`src/rtl/hclk_cycler.sv`:
```
// hclk_cycler
//
// Round-robin sequencer for a bank of HCLK divider channels. Each channel is
// a DHCEN clock gate feeding a CLKDIV; exactly one channel is enabled at a
// time for a programmable dwell period. Every switch is glitch-safe: the old
// clock is gated off, a guard interval elapses, then the next divider leaves
// reset and, after another guard interval, its clock gate opens.
//
// Ports
//   clk          in   input clock, all logic on the rising edge
//   rst_i        in   synchronous active-high reset
//   key_i        in   hold request; freezes the running channel (RUN only)
//   dwell_i      in   dwell length in clk cycles, sampled on RUN entry (0 -> 1)
//   ce_o         out  per-channel DHCEN CE, at most one bit set
//   div_rstn_o   out  per-channel CLKDIV RESETN (active-low), at most one set
//   sel_o        out  index of the current channel
//   switching_o  out  high whenever the sequencer is not in RUN
//   wrap_o       out  one-cycle pulse when sel_o wraps from NUM_HCLK-1 to 0
//
// Handshake: there is none; key_i is a level request sampled every rising
// edge while in RUN, and the response on ce_o appears after that same edge.
module hclk_cycler #(
    parameter int NUM_HCLK = 4,
    parameter int DWELL_W  = 26,
    parameter int GUARD    = 8,
    localparam int SEL_W   = (NUM_HCLK > 1) ? $clog2(NUM_HCLK) : 1,
    localparam int GW      = $clog2(GUARD + 1)
) (
    input  logic                clk,
    input  logic                rst_i,
    input  logic                key_i,
    input  logic [DWELL_W-1:0]  dwell_i,
    output logic [NUM_HCLK-1:0] ce_o,
    output logic [NUM_HCLK-1:0] div_rstn_o,
    output logic [SEL_W-1:0]    sel_o,
    output logic                switching_o,
    output logic                wrap_o
);

    typedef enum logic [1:0] {
        IDLE    = 2'd0,
        RELEASE = 2'd1,
        RUN     = 2'd2,
        STOP    = 2'd3
    } state_e;

    localparam logic [SEL_W-1:0] SEL_LAST = SEL_W'(NUM_HCLK - 1);

    state_e                state_q;
    logic [NUM_HCLK-1:0]   ce_q;
    logic [NUM_HCLK-1:0]   rstn_q;
    logic [SEL_W-1:0]      sel_q;
    logic                  switching_q;
    logic                  wrap_q;
    logic [GW-1:0]         guard_q;
    logic [DWELL_W-1:0]    dwell_q;

    logic [SEL_W-1:0]      sel_d;
    logic [DWELL_W-1:0]    dwell_d;

    function automatic logic [NUM_HCLK-1:0] onehot(input logic [SEL_W-1:0] s);
        onehot = NUM_HCLK'(1) << s;
    endfunction

    always_comb begin
        sel_d = (sel_q == SEL_LAST) ? '0 : sel_q + SEL_W'(1);
        // A zero dwell would otherwise underflow; run the channel one cycle.
        dwell_d = (dwell_i == '0) ? DWELL_W'(1) : dwell_i;
    end

    always_ff @(posedge clk) begin
        if (rst_i) begin
            state_q     <= IDLE;
            ce_q        <= '0;
            rstn_q      <= '0;
            sel_q       <= '0;
            switching_q <= 1'b1;
            wrap_q      <= 1'b0;
            guard_q     <= '0;
            dwell_q     <= '0;
        end else begin
            wrap_q <= 1'b0;
            case (state_q)
                IDLE: begin
                    // RESETN only rises on the first RELEASE edge, so this
                    // entry needs one extra guard count compared with the
                    // entry from STOP, where RESETN rises on the entry edge.
                    state_q <= RELEASE;
                    guard_q <= GW'(GUARD);
                end

                RELEASE: begin
                    rstn_q <= onehot(sel_q);
                    ce_q   <= '0;
                    if (guard_q == '0) begin
                        state_q     <= RUN;
                        ce_q        <= onehot(sel_q);
                        switching_q <= 1'b0;
                        dwell_q     <= dwell_d;
                    end else begin
                        guard_q <= guard_q - GW'(1);
                    end
                end

                RUN: begin
                    if (key_i) begin
                        // Hold: gate the clock, keep the divider out of reset,
                        // freeze the dwell count.
                        ce_q <= '0;
                    end else if (dwell_q <= DWELL_W'(1)) begin
                        state_q     <= STOP;
                        ce_q        <= '0;
                        switching_q <= 1'b1;
                        guard_q     <= GW'(GUARD - 1);
                    end else begin
                        ce_q    <= onehot(sel_q);
                        dwell_q <= dwell_q - DWELL_W'(1);
                    end
                end

                STOP: begin
                    ce_q <= '0;
                    if (guard_q == '0) begin
                        // Old RESETN drops in the same edge the new one rises.
                        state_q <= RELEASE;
                        sel_q   <= sel_d;
                        rstn_q  <= onehot(sel_d);
                        wrap_q  <= (sel_q == SEL_LAST);
                        guard_q <= GW'(GUARD - 1);
                    end else begin
                        guard_q <= guard_q - GW'(1);
                    end
                end

                default: begin
                    state_q     <= IDLE;
                    ce_q        <= '0;
                    rstn_q      <= '0;
                    switching_q <= 1'b1;
                end
            endcase
        end
    end

    assign ce_o        = ce_q;
    assign div_rstn_o  = rstn_q;
    assign sel_o       = sel_q;
    assign switching_o = switching_q;
    assign wrap_o      = wrap_q;

endmodule

```
`config.mk`:
```
export PLATFORM = sky130hd
export DESIGN_NAME = hclk_cycler
export DESIGN_NICKNAME = d
export VERILOG_FILES = /design/src/rtl/hclk_cycler.sv
export SDC_FILE = /design/constraint.sdc
export NUM_CORES = 1
export LEC_CHECK = 0
export ABC_AREA = 1
export BUFFER_PORTS_ARGS = -buffer_cell sky130_fd_sc_hd__buf_2
export CORE_MARGIN = 2
export CORE_UTILIZATION = 25
export CTS_BUF_LIST = sky130_fd_sc_hd__clkbuf_8 sky130_fd_sc_hd__clkbuf_16
export DETAILED_ROUTE_END_ITERATION = 6
export PLACE_DENSITY_LB_ADDON = 0.25
export SETUP_SLACK_MARGIN = 0.5
export SYNTH_ARGS = -nofsm -noshare
export SYNTH_HDL_FRONTEND = slang
export SYNTH_SLANG_ARGS = --single-unit
```
`constraint.sdc`:
```
create_clock -name clk -period 1.8 [get_ports clk]
set_input_delay 0.18 -clock clk [delete_from_list [all_inputs] [get_ports clk]]
set_output_delay 0.18 -clock clk [all_outputs]
set_load 0.02 [all_outputs]
```
* Yosys cells after proc, flatten, opt, wreduce, memory -nomap -nowiden
Index checks and enable logic that the tools add are counted.
** Storage, ports and cells
- Memory bits (read-only) :: 0
- Register bits after elaboration :: 44
- Input port bits :: 29
- Output and inout port bits :: 12
- Word-level logic and storage cells :: 65
- Memories kept :: 0
- Bits in writable memories :: 0
- Bits in latches :: 0
** Cells by class
- Div/mod/pow operators :: 0
- Muxes and demuxes :: 26
- Bitwise gates (word level) :: 2
- Magnitude comparators :: 1
- Equality and inequality tests :: 10
- Multipliers :: 0
- Reductions and logical operators :: 13
- Shift-type cells :: 2
- Add/subtract/negate cells :: 3
** Operator list (number)
- two-way mux 26 bit :: 4
- one-hot mux 26 bit (2 select lines) :: 1
- two-way mux 4 bit :: 8
- less-or-equal comparator 26 x 1 -> 1 bit, second input constant :: 1
- logical NOT 26 bit :: 1
- subtractor 26 x 1 -> 26 bit, second input constant :: 1
- one-hot mux 4 bit (4 select lines) :: 1
- inequality test 2 bit, second input constant :: 6
- one-hot mux 4 bit (3 select lines) :: 1
- AND reduction 4 bit :: 3
- two-way mux 2 bit :: 5
- one-hot mux 2 bit (4 select lines) :: 1
- one-hot mux 4 bit (2 select lines) :: 1
- left shift 1 x 2 -> 4 bit, first input constant :: 2
- == test 2 bit, second input constant :: 3
- logical NOT 4 bit :: 1
- AND reduction 2 bit :: 2
- nonzero test 2 bit :: 2
- subtractor 4 x 1 -> 4 bit, second input constant :: 1
- two-way mux 1 bit :: 3
- AND reduction 3 bit :: 1
- nonzero test 3 bit :: 1
- OR reduction 3 bit :: 1
- adder 2 x 1 -> 2 bit, second input constant :: 1
- 4 further kinds :: 5

* Depth between registers and ports, before layout
- Word-level depth :: 5
- Mapped depth :: 14
- Mapped depth without buffers :: 13

* Worst setup path before layout
Ideal clock, no wire load.
- Kind :: reg2reg
- Start :: register state_q[0]
- End :: register switching_q, in the netlist switching_o
- Slack :: 0.123 ns
- Library setup time :: 0.123 ns
- Period minus slack after synthesis :: 1.677 ns
- Arrival time :: 1.554 ns
- Cell stages (with the launch flop) :: 9
- Data required time :: 1.677 ns
- Path buffers :: 2
- Cell sequence :: dfxtp_1 inv_1 ha_1 buf_2 a22oi_2 buf_2 nand3_1 nand2_1 nand3_1
** On the way
- Word-level cells in the longest chain between the ends :: 3
- Elaborated cells on any way between the ends :: 8
- Those cells by class :: eq/ne: 5; mux: 1; reduce/logical: 2
** RTL lines
- start: declaration :: RTL line 49 : state_e state_q;
- start signal: assignment :: RTL line 73 : state_q <= IDLE;
- start signal: assignment :: RTL line 88 : state_q <= RELEASE;
- start signal: assignment :: RTL line 96 : state_q <= RUN;
- == test 2 x 1 -> 1 bit or == test 2 bit (tied branches) :: RTL line 83 : case (state_q)
- inequality test 2 bit (no line) or nonzero test 2 bit (tied branches)
- AND reduction 4 bit (no line)
- end signal: assignment :: RTL line 77 : switching_q <= 1'b1;
- end signal: assignment :: RTL line 98 : switching_q <= 1'b0;
- end signal: assignment :: RTL line 113 : switching_q <= 1'b1;
- end: declaration :: RTL line 53 : logic switching_q;
Parallel ways exist; a longest one is shown, timed or not.
A chain may end at the register's enable or synchronous reset.

* Worst setup path in the final report
- Start :: register dwell_q[4]
- End :: register dwell_q[11]
** On the way
- Word-level cells in the longest chain between the ends :: 4
- Elaborated cells on any way between the ends :: 7
- Those cells by class :: add/sub: 1; order compare: 1; eq/ne: 1; mux: 3; reduce/logical: 1
** RTL lines
- start: declaration :: RTL line 56 : logic [DWELL_W-1:0] dwell_q;
- start signal: assignment :: RTL line 99 : dwell_q <= dwell_d;
- start signal: assignment :: RTL line 117 : dwell_q <= dwell_q - DWELL_W'(1);
- subtractor 26 x 1 -> 26 bit :: RTL line 117
- two-way mux 26 bit :: RTL line 110 : end else if (dwell_q <= DWELL_W'(1)) begin
- two-way mux 26 bit :: RTL line 106 : if (key_i) begin
- one-hot mux 26 bit (2 select lines) :: RTL line 83
Parallel ways exist; a longest one is shown, timed or not. The select of a mux whose other input is x is not followed.

==> impl_metrics.yaml <==
status:
  status: "finished clean"
worst_hold_path:
  holdCritPathClass: "input pin to register"
cts:
  cts.sinks: 44
  htree_levels: 2
  postCtsHoldBufs: 0
  cts.path.max_buffers: 2
  cts_tree: "done"
  clock_latency_ns: 0.30
  clk_pin_slew_worst_paths_ns: 0.06
  cts_buffers: 5
  root_buffer: "clkbuf_16"
cells_and_area:
  fin_util_pct: 37.0
  diodes: 0
  fin_nets: 657
  drive_gt1_share_pct: 32.6
  fin_cells: 788
  finalInstanceArea_um2: 4690
  synthToLayoutAreaGrowth_pct: 43.8
  fillCellCount: 1376
grt:
  grt_pass1_wl_mm: 17.5
  grtUsageTotal_pct: 15.5
  grt_pass1_vias: 3549
  grt-ovfl-total: 0
  antenna_found_initial: 0
  grt_max_degree: 27
synthesis:
  syn_nets: 585
  synth_cells: 543
  ys_ff_latch: 44
  synthAdderAreaFrac_pct: 4.98
  ys_warn_count: 0
  synth_top_family_by_area: "simple AND/OR/NAND/NOR gates"
  synth_mux_area_share_pct: 0.920
  synth-simple-area-share_pct: 44.6
  synth_cell_type_count: 34
  synth_edf_count: 0
  synth_xor_area_share_pct: 1.88
  async_flop_share_pct: 0
  syn-cell-area_um2: 3260
  synth.avg_cell_area_um2: 6.01
  yosysSeqAreaShare_pct: 27.0
  synth_compound_gate_area_share_pct: 10.9
  synth_flop_cell: "dfxtp_1"
power_and_ir_drop:
  p_switching_mw: 5.12
  swShare_pct: 50.8
  p_clk_share_pct: 10.9
  p_per_area_nw_per_um2: 2150
  p_leak_nw: 2.19
  p_comb_share_pct: 70.2
  peakVddDrop_uv: 687
  seq_power_share_pct: 18.9
  p_int_mw: 4.96
job:
  cap_violations: 0
floorplanning:
  die_h_um: 118
  initial_core_util_pct: 25.8
  die_w_um: 118
  dieArea_um2: 14000
  num_io_pins: 41
  core_area_um2: 12700
  rows: 41
sta:
  setup_viol: 0
  period_minus_slack_ns: 1.64
  fmax_mhz: 608
  tns_ns: 0
  rsz0062_at_grt: "true"
  slew_viol_final: 0
  slew_headroom_pct: 61.9
  finalClockSkew_ns: 0.00742
  hold_viol: 0
  timing.final.crit_share_pct: 91.3
  worst_pin_slew_ns: 0.571
  worst_hold_slack_ns: 0.0659
critical_path:
  cp_cell_sequence: "nor2_4, nand3_1, nor3_2, nand2_2, nand2_1, nand2_1, nand3_4, buf_12, nand2_1, nand2_1, nor2_1"
  crit_required_ns: 1.99
  worstSetupEndpointType: "register"
  worstSetupStartpoint: "dwell_q[4]"
  crit_end: "dwell_q[11]"
  worstSetupPathType: "register to register"
  cp_top_family: "simple AND/OR/NAND/NOR gates"
  cp.depth: 11
  reg2reg_from: "dwell_q[4]"
  critPathArrivalTime_ns: 1.84
  startpoint_type: "register"
  crit_path_max_fanout: 10
  timing.rr.end: "dwell_q[11]"
  r2r_slack_ns: 0.16
  crit_path_max_incr_delay_ns: 0.37
  worst-path-buf-inv: 1
  ff2ff_path_depth: 11
  cp_slowest_cell: "dfxtp_1"
  path_common_cell: "nand2_1"
placed_design:
  port_buffers: 40
  dp_hpwl_mm: 7.11
  placed_area_um2: 3800
  dpl.cell_count: 753
  gp_congestion: 0.874
routing:
  routedWlPerCell_um: 13.9
  vias: 3662
  finalWirelength_mm: 11.0
  ant_nets: 0
  drtPass1Iterations: 4
  vias_per_cell: 4.65
  drt-initial-drc-count: 170
  drc_errors: 0
## per-layer routing
metal	vias up	share of wire, %	track usage, %
met1	1657	44	19.7
met3	18	5.4	2.85
met5	-	0	0
met2	94	48	26.5
met4	0	2.0	4.89
li1	1893	-	-
## metrics by stage
step | total power [mW] | setup slack [ns]
global route | 11.0 | 0.0235
CTS | 9.33 | 0.133
global placement | 7.00 | 0.0926
floorplan | 5.70 | 0.263
finish | 10.1 | 0.156
detailed placement | 7.05 | 0.0701
## cells in the mapped netlist, types with 3 or more instances
library cell,instances,area share (%)
nor3_1,5,0.77
inv_1,50,5.7
buf_1,4,0.46
buf_2,7,1.1
or2_2,3,0.57
dfxtp_1,44,27
inv_2,6,0.69
nor2_2,7,1.3
a31oi_1,6,1.1
xor2_1,6,1.6
o21ai_0,21,3.2
nand2_2,3,0.57
nand2_1,147,17
clkbuf_1,3,0.34
nor2_1,99,11
a21oi_1,35,5.4
buf_4,3,0.69
nand4_1,8,1.5
ha_1,13,5.0
nand3b_1,8,1.8
nand3_1,47,7.2
mux2i_1,3,0.92
## worst register-to-register path: cells and delay by family, from the launching register on
family                 cells  cell delay (ns)
DFF                        1             0.37
and+or+nand+nor           10             1.02
buffers and inverters      1             0.15
## sequential cells by signal (all words and copies together) (netlist names)
name,count
ce_o,4
div_rstn_o,4
dwell_q,26
guard_q,4
sel_o,2
state_q,2
switching_o,1
wrap_o,1
## how the worst min path moves through the flow
stage | startpoint | end | slack, ns | depth (start not counted)
3_5_place_dp | rst_i | wrap_o | 0.37 | 2
4_1_cts | rst_i | wrap_o | 0.05 | 2
3_3_place_gp | rst_i | wrap_o | 0.37 | 2
6_report | rst_i | wrap_o | 0.07 | 2
5_1_grt | rst_i | wrap_o | 0.07 | 2
2_1_floorplan | rst_i | wrap_o | 0.26 | 1
## logic make-up (layout without fill, tap and decap cells)
kind of cell	Yosys count	after routing
AND/OR/NAND/NOR	334	337
buffers and inverters	75	145
AO/OA/AOI/OAI	67	67
flip-flops	44	44
adder cells (fa/ha/maj)	13	13
XOR/XNOR	7	7
multiplexers	3	3
## cell usage in the layout (no fill, tap or decap), types with 14 or more instances in the layout
| cell type | netlist | final |
|---|---|---|
| o21ai_0 | 21 | 14 |
| a21oi_2 | 0 | 15 |
| nor2_1 | 99 | 86 |
| a21oi_1 | 35 | 20 |
| buf_4 | 3 | 28 |
| inv_1 | 50 | 40 |
| buf_2 | 7 | 40 |
| nand3_1 | 47 | 33 |
| nand2_1 | 147 | 136 |
| dfxtp_1 | 44 | 32 |
## cell type report
class | instances | area, um^2 | share of cell area [%]
clock buffer | 5 | 125 | 2.67
clock inverter | 3 | 46.3 | 0.986
inverter | 56 | 233 | 4.96
multi-input combinational | 427 | 2510 | 53.5
sequential | 44 | 908 | 19.4
tap | 172 | 215 | 4.59
timing repair buffer | 81 | 657 | 14.0
## repair_timing
| item | 4_1_cts | 5_1_grt |
|---|---|---|
| setup endpoints to repair | 43 | 43 |
| gates cloned | 4 | 1 |
| hold endpoints to repair | 0 | 0 |
| pin swaps | 10 | 26 |
| gates resized for setup | 73 | 45 |
| buffers inserted | 14 | 8 |
## power by group through the flow
stage,sequential (mW),combinational (mW),clock (mW)
after floorplan,1.84,3.86,0
after global placement,1.77,5.23,0
after detailed placement,1.78,5.28,0
after CTS,1.82,6.38,1.13
after global routing,1.96,7.82,1.18
final,1.90,7.07,1.10
No activity file was read; power rests on OpenSTA's default activity.
